`config.mk`:
```
export PLATFORM = sky130hd
export DESIGN_NAME = bus_arbiter_flat
export DESIGN_NICKNAME = d
export VERILOG_FILES = /design/src/rtl/bus_arbiter_pkg.sv /design/src/rtl/bus_arbiter_if.sv /design/src/rtl/bus_arbiter_region_arb.sv /design/src/rtl/bus_arbiter.sv /design/src/flat_wrapper.sv
export SDC_FILE = /design/constraint.sdc
export NUM_CORES = 1
export LEC_CHECK = 0
export CAP_MARGIN = 30
export CORE_MARGIN = 1
export CORE_UTILIZATION = 46
export CTS_CLUSTER_DIAMETER = 40
export DETAILED_ROUTE_END_ITERATION = 6
export GPL_ROUTABILITY_DRIVEN = 0
export PLACE_DENSITY = 0.92
export SLEW_MARGIN = 10
export SYNTH_ARGS = -nofsm -noshare
export SYNTH_HDL_FRONTEND = slang
export SYNTH_HIERARCHICAL = 1
export SYNTH_SLANG_ARGS = --single-unit
```
`constraint.sdc`:
```
create_clock -name clk -period 7.5 [get_ports clk]
set_input_delay 1.125 -clock clk [delete_from_list [all_inputs] [get_ports clk]]
set_output_delay 1.125 -clock clk [all_outputs]
set_load 0.02 [all_outputs]
```
`src/rtl/bus_arbiter_pkg.sv`:
```
// ------------------------------------------------------------------
// bus_arbiter_pkg : region encoding, address map and region decoder
// Rev 1.0
// ------------------------------------------------------------------
`default_nettype none

package bus_arbiter_pkg;

  localparam int NUM_REGIONS = 4;

  typedef enum logic [2:0] {
    REG_EXT  = 3'd0,
    REG_VRAM = 3'd1,
    REG_WRAM = 3'd2,
    REG_OAM  = 3'd3,
    REG_NONE = 3'd4
  } region_e;

  localparam logic [15:0] VRAM_BASE   = 16'h8000;
  localparam logic [15:0] EXT_HI_BASE = 16'hA000;
  localparam logic [15:0] WRAM_BASE   = 16'hC000;
  localparam logic [15:0] WRAM_LAST   = 16'hFDFF;
  localparam logic [15:0] OAM_BASE    = 16'hFE00;
  localparam logic [15:0] OAM_LAST    = 16'hFE9F;

  localparam logic [63:0] OPEN_BUS_DATA = '1;

  // Cartridge space is split around VRAM; WRAM includes its echo mirror.
  function automatic region_e region_of(input logic [15:0] addr);
    if (addr < VRAM_BASE)                         return REG_EXT;
    if (addr < EXT_HI_BASE)                       return REG_VRAM;
    if (addr < WRAM_BASE)                         return REG_EXT;
    if (addr <= WRAM_LAST)                        return REG_WRAM;
    if ((addr >= OAM_BASE) && (addr <= OAM_LAST)) return REG_OAM;
    return REG_NONE;
  endfunction

endpackage

`default_nettype wire

```
`src/rtl/bus_arbiter_if.sv`:
```
// ------------------------------------------------------------------
// bus_arbiter_if : master-side and region-side bus bundle
// Rev 1.0
// ------------------------------------------------------------------
`default_nettype none

interface bus_arbiter_if
  import bus_arbiter_pkg::*;
#(
  parameter int NUM_MASTERS = 3,
  parameter int ADDR_W      = 16,
  parameter int DATA_W      = 8
);

  logic [NUM_MASTERS-1:0]          m_req;
  logic [NUM_MASTERS-1:0]          m_we;
  logic [NUM_MASTERS-1:0]          m_lock;
  logic [NUM_MASTERS*ADDR_W-1:0]   m_addr;
  logic [NUM_MASTERS*DATA_W-1:0]   m_wdata;
  logic [NUM_MASTERS-1:0]          m_ack;
  logic [NUM_MASTERS-1:0]          m_rvalid;
  logic [NUM_MASTERS*DATA_W-1:0]   m_rdata;

  logic [NUM_REGIONS-1:0]          s_req;
  logic [NUM_REGIONS-1:0]          s_we;
  logic [NUM_REGIONS*ADDR_W-1:0]   s_addr;
  logic [NUM_REGIONS*DATA_W-1:0]   s_wdata;
  logic [NUM_REGIONS*DATA_W-1:0]   s_rdata;

  modport arb (
    input  m_req, m_we, m_lock, m_addr, m_wdata, s_rdata,
    output m_ack, m_rvalid, m_rdata, s_req, s_we, s_addr, s_wdata
  );

  modport master (
    output m_req, m_we, m_lock, m_addr, m_wdata,
    input  m_ack, m_rvalid, m_rdata
  );

  modport slave (
    input  s_req, s_we, s_addr, s_wdata,
    output s_rdata
  );

endinterface

`default_nettype wire

```
`src/rtl/bus_arbiter_region_arb.sv`:
```
// ------------------------------------------------------------------
// bus_arbiter_region_arb : one-region winner select with burst lock
// Rev 1.0
// ------------------------------------------------------------------
`default_nettype none

module bus_arbiter_region_arb #(
  parameter int NUM_MASTERS = 3,
  parameter int ARB_MODE    = 0
) (
  input  logic                   clk,
  input  logic                   rst_n,
  input  logic [NUM_MASTERS-1:0] cand_i,
  input  logic [NUM_MASTERS-1:0] lock_i,
  output logic [NUM_MASTERS-1:0] win_o,
  output logic                   valid_o
);

  localparam int IDX_W = (NUM_MASTERS > 1) ? $clog2(NUM_MASTERS) : 1;

  logic             locked_q, locked_d;
  logic [IDX_W-1:0] owner_q, owner_d;
  logic [IDX_W-1:0] rr_ptr_q, rr_ptr_d;
  logic [IDX_W-1:0] win_idx;

  always_comb begin : p_win
    int idx;
    idx     = 0;
    win_idx = '0;
    win_o   = '0;
    if (locked_q) begin
      // An idle owner still blocks everybody else on this region.
      win_idx        = owner_q;
      win_o[owner_q] = cand_i[owner_q];
    end else if (ARB_MODE == 0) begin
      for (int i = NUM_MASTERS - 1; i >= 0; i--) begin
        if (cand_i[IDX_W'(i)]) win_idx = IDX_W'(i);
      end
      win_o[win_idx] = |cand_i;
    end else begin
      for (int k = NUM_MASTERS - 1; k >= 0; k--) begin
        idx = (int'(rr_ptr_q) + k) % NUM_MASTERS;
        if (cand_i[IDX_W'(idx)]) win_idx = IDX_W'(idx);
      end
      win_o[win_idx] = |cand_i;
    end
    valid_o = |win_o;
  end

  always_comb begin
    locked_d = locked_q;
    owner_d  = owner_q;
    rr_ptr_d = rr_ptr_q;
    if (valid_o) begin
      locked_d = lock_i[win_idx];
      owner_d  = win_idx;
      if (!locked_q) begin
        rr_ptr_d = (win_idx == IDX_W'(NUM_MASTERS - 1)) ? '0 : win_idx + 1'b1;
      end
    end
  end

  always_ff @(posedge clk or negedge rst_n) begin
    if (!rst_n) begin
      locked_q <= 1'b0;
      owner_q  <= '0;
      rr_ptr_q <= '0;
    end else begin
      locked_q <= locked_d;
      owner_q  <= owner_d;
      rr_ptr_q <= rr_ptr_d;
    end
  end

endmodule

`default_nettype wire

```
`src/rtl/bus_arbiter.sv`:
```
// ------------------------------------------------------------------
// bus_arbiter : multi-master region decoder/arbiter, registered reads.
// Optional per-master stall/open-bus counters: BUS_ARB_STATS_EN.  Rev 1.0
// ------------------------------------------------------------------
`default_nettype none

module bus_arbiter
  import bus_arbiter_pkg::*;
#(
  parameter int                     NUM_MASTERS   = 3,
  parameter int                     ADDR_W        = 16,
  parameter int                     DATA_W        = 8,
  parameter int                     ARB_MODE      = 0,
  parameter logic [NUM_MASTERS-1:0] OPEN_BUS_MASK = 'b001
) (
  input  logic clk,
  input  logic rst_n,
`ifdef BUS_ARB_STATS_EN
  output logic [NUM_MASTERS*32-1:0] stats_flat,
  bus_arbiter_if.arb                bus
`else
  bus_arbiter_if.arb                bus
`endif
);

  region_e                                   reg_m [NUM_MASTERS];
  logic [NUM_REGIONS-1:0][NUM_MASTERS-1:0]   cand;
  logic [NUM_REGIONS-1:0][NUM_MASTERS-1:0]   win;
  logic [NUM_REGIONS-1:0]                    reg_valid;
  logic [NUM_MASTERS-1:0]                    granted, open_bus, ack, rd_accept;

  logic [NUM_MASTERS-1:0]                    rvalid_q, ob_q;
  logic [NUM_MASTERS-1:0][1:0]               rsel_q;
  logic [NUM_MASTERS-1:0][DATA_W-1:0]        rdata_q, rdata_d;

  always_comb begin
    for (int m = 0; m < NUM_MASTERS; m++) begin
      reg_m[m] = region_of(bus.m_addr[m*ADDR_W +: 16]);
      for (int r = 0; r < NUM_REGIONS; r++) begin
        cand[r][m] = bus.m_req[m] && (reg_m[m] == region_e'(r));
      end
    end
  end

  for (genvar r = 0; r < NUM_REGIONS; r++) begin : g_region
    bus_arbiter_region_arb #(
      .NUM_MASTERS (NUM_MASTERS),
      .ARB_MODE    (ARB_MODE)
    ) u_region_arb (
      .clk     (clk),
      .rst_n   (rst_n),
      .cand_i  (cand[r]),
      .lock_i  (bus.m_lock),
      .win_o   (win[r]),
      .valid_o (reg_valid[r])
    );
  end

  always_comb begin
    bus.s_req   = reg_valid;
    bus.s_we    = '0;
    bus.s_addr  = '0;
    bus.s_wdata = '0;
    granted     = '0;
    for (int r = 0; r < NUM_REGIONS; r++) begin
      for (int m = 0; m < NUM_MASTERS; m++) begin
        if (win[r][m]) begin
          bus.s_we[r]                         = bus.m_we[m];
          bus.s_addr[r*ADDR_W +: ADDR_W]      = bus.m_addr[m*ADDR_W +: ADDR_W];
          bus.s_wdata[r*DATA_W +: DATA_W]     = bus.m_wdata[m*DATA_W +: DATA_W];
          granted[m]                          = 1'b1;
        end
      end
    end
  end

  // Unmapped addresses always complete as open-bus, whatever the master's policy.
  always_comb begin
    for (int m = 0; m < NUM_MASTERS; m++) begin
      open_bus[m] = bus.m_req[m] && !granted[m]
                    && ((reg_m[m] == REG_NONE) || OPEN_BUS_MASK[m]);
    end
    ack       = granted | open_bus;
    rd_accept = ack & ~bus.m_we;
    bus.m_ack = ack;
  end

  always_comb begin
    for (int m = 0; m < NUM_MASTERS; m++) begin
      rdata_d[m] = rdata_q[m];
      if (rvalid_q[m]) begin
        rdata_d[m] = ob_q[m] ? OPEN_BUS_DATA[DATA_W-1:0]
                             : bus.s_rdata[rsel_q[m]*DATA_W +: DATA_W];
      end
    end
    bus.m_rdata  = rdata_d;
    bus.m_rvalid = rvalid_q;
  end

  always_ff @(posedge clk or negedge rst_n) begin
    if (!rst_n) begin
      rvalid_q <= '0;
      ob_q     <= '0;
      rsel_q   <= '0;
      rdata_q  <= '0;
    end else begin
      rvalid_q <= rd_accept;
      ob_q     <= open_bus;
      rdata_q  <= rdata_d;
      for (int m = 0; m < NUM_MASTERS; m++) begin
        rsel_q[m] <= 2'(reg_m[m]);
      end
    end
  end

`ifdef BUS_ARB_STATS_EN
  logic [NUM_MASTERS-1:0][15:0] stall_cnt_q, openbus_cnt_q;

  always_ff @(posedge clk or negedge rst_n) begin
    if (!rst_n) begin
      stall_cnt_q   <= '0;
      openbus_cnt_q <= '0;
    end else begin
      for (int m = 0; m < NUM_MASTERS; m++) begin
        if (bus.m_req[m] && !ack[m] && (stall_cnt_q[m] != 16'hFFFF)) begin
          stall_cnt_q[m] <= stall_cnt_q[m] + 16'd1;
        end
        if (open_bus[m] && (openbus_cnt_q[m] != 16'hFFFF)) begin
          openbus_cnt_q[m] <= openbus_cnt_q[m] + 16'd1;
        end
      end
    end
  end

  always_comb begin
    for (int m = 0; m < NUM_MASTERS; m++) begin
      stats_flat[m*32 +: 32] = {openbus_cnt_q[m], stall_cnt_q[m]};
    end
  end
`else
  // Statistics counters are not built in this configuration.
`endif

endmodule

`default_nettype wire

```
`src/flat_wrapper.sv`:
```
// flat-port wrapper written by rule: the top's interface ports become plain ports
module bus_arbiter_flat import bus_arbiter_pkg::*;
#(
  parameter int                     NUM_MASTERS   = 3,
  parameter int                     ADDR_W        = 16,
  parameter int                     DATA_W        = 8,
  parameter int                     ARB_MODE      = 0,
  parameter logic [NUM_MASTERS-1:0] OPEN_BUS_MASK = 'b001
)
  (clk, rst_n, bus_m_req, bus_m_we, bus_m_lock, bus_m_addr, bus_m_wdata, bus_s_rdata, bus_m_ack, bus_m_rvalid, bus_m_rdata, bus_s_req, bus_s_we, bus_s_addr, bus_s_wdata);
  bus_arbiter_if #(.NUM_MASTERS(NUM_MASTERS), .ADDR_W(ADDR_W), .DATA_W(DATA_W)) bus_i ();
  input  logic clk;
  input  logic rst_n;
  input wire logic [$bits(bus_i.m_req)-1:0] bus_m_req;
  input wire logic [$bits(bus_i.m_we)-1:0] bus_m_we;
  input wire logic [$bits(bus_i.m_lock)-1:0] bus_m_lock;
  input wire logic [$bits(bus_i.m_addr)-1:0] bus_m_addr;
  input wire logic [$bits(bus_i.m_wdata)-1:0] bus_m_wdata;
  input wire logic [$bits(bus_i.s_rdata)-1:0] bus_s_rdata;
  output wire logic [$bits(bus_i.m_ack)-1:0] bus_m_ack;
  output wire logic [$bits(bus_i.m_rvalid)-1:0] bus_m_rvalid;
  output wire logic [$bits(bus_i.m_rdata)-1:0] bus_m_rdata;
  output wire logic [$bits(bus_i.s_req)-1:0] bus_s_req;
  output wire logic [$bits(bus_i.s_we)-1:0] bus_s_we;
  output wire logic [$bits(bus_i.s_addr)-1:0] bus_s_addr;
  output wire logic [$bits(bus_i.s_wdata)-1:0] bus_s_wdata;
  assign bus_i.m_req = bus_m_req;
  assign bus_i.m_we = bus_m_we;
  assign bus_i.m_lock = bus_m_lock;
  assign bus_i.m_addr = bus_m_addr;
  assign bus_i.m_wdata = bus_m_wdata;
  assign bus_i.s_rdata = bus_s_rdata;
  assign bus_m_ack = bus_i.m_ack;
  assign bus_m_rvalid = bus_i.m_rvalid;
  assign bus_m_rdata = bus_i.m_rdata;
  assign bus_s_req = bus_i.s_req;
  assign bus_s_we = bus_i.s_we;
  assign bus_s_addr = bus_i.s_addr;
  assign bus_s_wdata = bus_i.s_wdata;
  bus_arbiter #(.NUM_MASTERS(NUM_MASTERS), .ADDR_W(ADDR_W), .DATA_W(DATA_W), .ARB_MODE(ARB_MODE), .OPEN_BUS_MASK(OPEN_BUS_MASK)) u_core (.clk(clk), .rst_n(rst_n), .bus(bus_i));
endmodule
```
==> flow_summary_export.csv <==
group,metric,value,unit
drt,drc,32,
place,dpl_worst_slack,1.36,ns
clock_tree,clkLatencyLatePin,0.29,ns
place,place_inst,1033,
drt,ant_nets,0,
timing,timing.final.ws_setup,1.19,ns
die,core,11500,um2
layout,antenna_cells,0,
run_status,failed_checks,"design-rule violations",
run_status,run_status,"finished, violations left",
synthesis,synth_edf_count,0,
job,cap_violations,0,
layout,nets,1013,
global_routing,grt_pass1_vias,6118,
timing,whs,0.499,ns
synthesis,synth_common_cells,"nand2_1, o21ai_0, a21oi_1",
drt,vias,6549,
die,die_area,12400,um2
setup_path,critPathMaxFanout,22,
layout,post_route_cells_drive_above_1_share,8.34,%
timing,min_period,6.31,ns
clock_tree,numCtsBuffers,5,
synthesis,async_reset_ff_share,100,%
place,place_hpwl,16100,um
power_and_ir_drop,power_density,171,nW/um2
timing,tns,0,ns
drt,drt-wirelength-per-cell,20.7,um
power_and_ir_drop,leakagePower,3.06,nW
synthesis,synth_flop_cell,"dfrtp_1",
synthesis,ys_types,52,
synthesis,synth_top_cell_by_area,"dfrtp_1",
drt,drtPass1Iterations,7,
die,die_x,111,um
die,start_util,47.8,%
timing,tightest_slew,0.893,ns
clock_tree,cts_tree,"yes",
setup_path,cp_data_arrival_time,5.18,ns
setup_path,reg2reg_depth,7,
setup_path,required,6.38,ns
die,chipHeight,111,um
place,dpl-instance-area,7950,um2
die,boundaryPins,249,
synthesis,ys_ff_latch,48,
clock_tree,cts-htree-levels,2,
clock_tree,post-cts-setup-buffers,0,
power_and_ir_drop,ir_worst_vdd,0.0959,mV
global_routing,overflow,0,
setup_path,end_kind,"output port",
timing,max_freq,159,MHz
timing,rsz0062_at_grt,"no",
drt,routed_wl,21500,um
layout,final_area,8140,um2
layout,final_cells,1042,
layout,synthToLayoutAreaGrowth,47.9,%
timing,worst_clock_skew,0.00552,ns
timing,finalHoldViolCount,0,
global_routing,grt_max_degree,52,
synthesis,synth_area,5500,um2
die,rows,39,
clock_tree,clkTransAtPathRegs,0.06,ns
global_routing,track_usage,34.2,%
synthesis,yosysWarnings,6,
timing,relSlewSlack,40.5,%
setup_path,start_kind,"primary input",
setup_path,timing_worst_setup_path_type,"in2out",
global_routing,antenna_found_initial,0,
synthesis,yosysSeqAreaShare,21.8,%
clock_tree,cts.sinks,48,
timing,finalSetupViolCount,0,
place,port-buffer-count,248,
synthesis,synth_area_leaders,"dfrtp_1, and3b_1, mux4_2",
clock_tree,ctsHoldBuffers,0,
min_path,holdPathStages,1,
clock_tree,clockBufferDepth,2,
timing,finalMaxSlewViolations,0,
min_path,hp-class,"reg2reg",
synthesis,synth_nets,818,
synthesis,syn_inst,703,
global_routing,grt_pass1_wl,33800,um
synthesis,synth.avg_cell_area,7.83,um2
synthesis,yosysMostFrequentCell,"nand2_1",
synthesis,synth_top_cell_area_share,21.8,%
clock_tree,cts_root_buffer,"clkbuf_16",
clock_tree,cts_resized,0,
drt,vias_per_cell,6.29,
timing,fin_crit_sh,84.1,%
drt,first_iter_violations,744,
==> worst paths after layout <==
| path | from | endpoint | slack (ns) |
|---|---|---|---|
| max | bus_m_addr[47] | bus_s_we[1] | 1.19 |
| min | u_core/rdata_q[13] | u_core/rdata_q[13] | 0.50 |
| max reg2reg | u_core/g_region[1].u_region_arb/owner_q[0] | u_core/bus.m_rvalid[1] | 5.34 |
| min reg2reg | u_core/rdata_q[13] | u_core/rdata_q[13] | 0.50 |
| max in group asynchronous | rst_n | u_core/g_region[3].u_region_arb/owner_q[0] | 6.18 |
| min in group asynchronous | rst_n | u_core/rdata_q[11] | 0.80 |
==> cells in the final DEF (no fill, tap or decap), types with 5 or more instances in the layout <==
master,instances
nor2b_1,7
o22a_1,24
nand2b_1,5
inv_1,12
nand3_1,5
o21a_1,5
nor2_1,26
dfrtp_1,48
mux2i_1,8
buf_4,8
and2_1,7
a22oi_1,31
clkdlybuf4s50_1,247
nand2_1,110
and3b_1,63
a211oi_1,5
mux4_2,24
clkbuf_16,5
a21oi_1,80
o21ai_0,100
==> cell families (layout without fill, tap and decap cells) <==
| group | after synthesis | after routing | synth area share, % |
|---|---|---|---|
| buf+inv | 83 | 279 | 6.91 |
| compound gates | 282 | 282 | 32.2 |
| mux | 36 | 36 | 12.1 |
| flops | 48 | 48 | 21.8 |
| simple gates | 254 | 254 | 27.0 |
==> report_power, final <==
part / switching, mW / total [mW] / internal (mW)
registers: 0.0495 / 0.362 / 0.313
clock network: 0.0968 / 0.255 / 0.158
logic: 0.396 / 0.771 / 0.376
total: 0.542 / 1.39 / 0.847
==> layer usage <==
metal | wire length [um] | track usage, % | vias to the layer above | part of all wire, %
li1 | - | - | 2997 | -
met1 | 8330 | 42.7 | 3035 | 39
met2 | 10300 | 58.3 | 444 | 48
met3 | 1990 | 6.91 | 73 | 9.2
met4 | 887 | 13.3 | 0 | 4.1
met5 | 0 | 0 | - | 0
==> worst max-delay path, cell delays in order <==
cell	delay [ns]
clkdlybuf4s50_1	0.75
nand4_4	0.19
nor4b_2	0.42
o2111a_1	0.35
a22o_1	0.71
nor2b_1	0.56
a22oi_1	0.13
o21ai_0	0.27
clkdlybuf4s50_1	0.67
==> final cells by class <==
type | instances | area, um2
multi-input combinational | 572 | 3940
clock buffer | 5 | 125
fill | 889 | 3380
sequential | 48 | 1200
inverter | 12 | 45.0
tap | 143 | 179
timing repair buffer | 259 | 2600
clock inverter | 3 | 46.3
==> through the flow <==
step	total power, mW	utilization [%]
final	1.39	70.7
after global routing	1.45	70.7
after CTS	1.39	70.6
after detailed placement	1.13	69.1
after global placement	1.11	68.7
after floorplan	0.761	-
==> flip-flops by register name (all words and copies together) (netlist names) <==
name,count
u_core/rsel_q,6
u_core/bus.m_rvalid,3
u_core/g_region.u_region_arb/locked_q,4
u_core/rdata_q,24
u_core/ob_q,3
u_core/g_region.u_region_arb/owner_q,8
(Power assumes the default switching activity.)
==> RTL edit: new RTL, same settings <==
`ARB_MODE` is set to 0 in 3 places; all go to 1.
--- a/src/rtl/bus_arbiter_region_arb.sv
+++ b/src/rtl/bus_arbiter_region_arb.sv
@@ -7,5 +7,5 @@
 module bus_arbiter_region_arb #(
   parameter int NUM_MASTERS = 3,
-  parameter int ARB_MODE    = 0
+  parameter int ARB_MODE    = 1
 ) (
   input  logic                   clk,
--- a/src/rtl/bus_arbiter.sv
+++ b/src/rtl/bus_arbiter.sv
@@ -11,5 +11,5 @@
   parameter int                     ADDR_W        = 16,
   parameter int                     DATA_W        = 8,
-  parameter int                     ARB_MODE      = 0,
+  parameter int                     ARB_MODE      = 1,
   parameter logic [NUM_MASTERS-1:0] OPEN_BUS_MASK = 'b001
 ) (
--- a/src/flat_wrapper.sv
+++ b/src/flat_wrapper.sv
@@ -5,5 +5,5 @@
   parameter int                     ADDR_W        = 16,
   parameter int                     DATA_W        = 8,
-  parameter int                     ARB_MODE      = 0,
+  parameter int                     ARB_MODE      = 1,
   parameter logic [NUM_MASTERS-1:0] OPEN_BUS_MASK = 'b001
 )
Function: changed (a bounded check fails within 4 cycles, from zero or initial values and one cycle with rst_n low).
==> RTL edit against the original RTL <==
Count of clock-buffer cells in the layout unchanged. Synthesized area up 27%. Critical endpoint is now bus_s_addr[12]. Core utilization down 4.4 points. Sequential share of layout area down 0.33 points. Cell area up 19%. Combinational power up 130%. Global-route usage down 1.5 points. Worst setup slack worse by 0.48 ns. Routed wire length up 22%. Critical path type unchanged. Largest cell class unchanged. The flow still finishes with violations (design-rule violations). Sequential cell count up 8. Total power up 85%. Fmax down 7.1%.
==> RTL edit: results (changes against the original RTL) <==
Critical path origin=bus_m_addr[29]; Finished Layout Cells=1275 (+22%); Synth top cells by count=nand2_1, o21ai_0, a21oi_1; sequential fraction of the synthesis area=20.1% (-1.7 points); DRC Markers=33 (+3.1%); R2R depth=11 (+4); Slew headroom=42.5% (+2.0 points); PnR worst setup slack=0.711 ns (-0.483 ns); Arrival @ worst endpoint=5.66 ns (+0.48 ns); peak supply drop=0.130 mV (+36%); Worst Setup EP=bus_s_addr[12]; HP Start=u_core/rdata_q[19]; hold_ws=0.498 ns (-0.000540 ns); synth top area cells=dfrtp_1, and3b_1, o21ai_0, mux4_2, nand2_1; pre-CTS setup slack=0.900 ns (-0.458 ns); Tot GR Track Use=32.8% (-1.5 points); status=finished, violations left; failing checks=design-rule violations; FF-to-FF setup slack=4.34 ns (-1.00 ns); area share of fa/ha/maj cells after synthesis=2.15% (+2.2 points); 1st-iter DRT viols=949 (+28%); CP max stage delay=0.78 ns (+0.03 ns); setup skew after layout=0.00328 ns (-0.00225 ns); post-synthesis compound-gate area fraction=32.1% (-0.084 points); leak pwr=3.79 nW (+24%)
-- RTL edit: layer usage --
metal	up-vias	share of wire, %	track usage [%]
met4	0	4.1	13.8
met5	-	0	0
met2	521	47	55.8
li1	3698	-	-
met1	3817	38	40.2
met3	70	11	6.80
-- RTL edit: final cells by class --
type,instances,area (um2),area share (%)
tap,184,230,2.37
clock buffer,5,125,1.29
multi-input combinational,727,5110,52.7
timing repair buffer,269,2680,27.6
sequential,56,1400,14.4
clock inverter,1,30.0,0.309
inverter,33,124,1.28
-- RTL edit: power by group --
group	leakage [nW]	internal [mW]	total, mW	switching (mW)
registers	0.669	0.406	0.503	0.0970
clock network	0.0757	0.154	0.261	0.106
logic	3.04	0.796	1.81	1.01
total	3.79	1.36	2.57	1.22
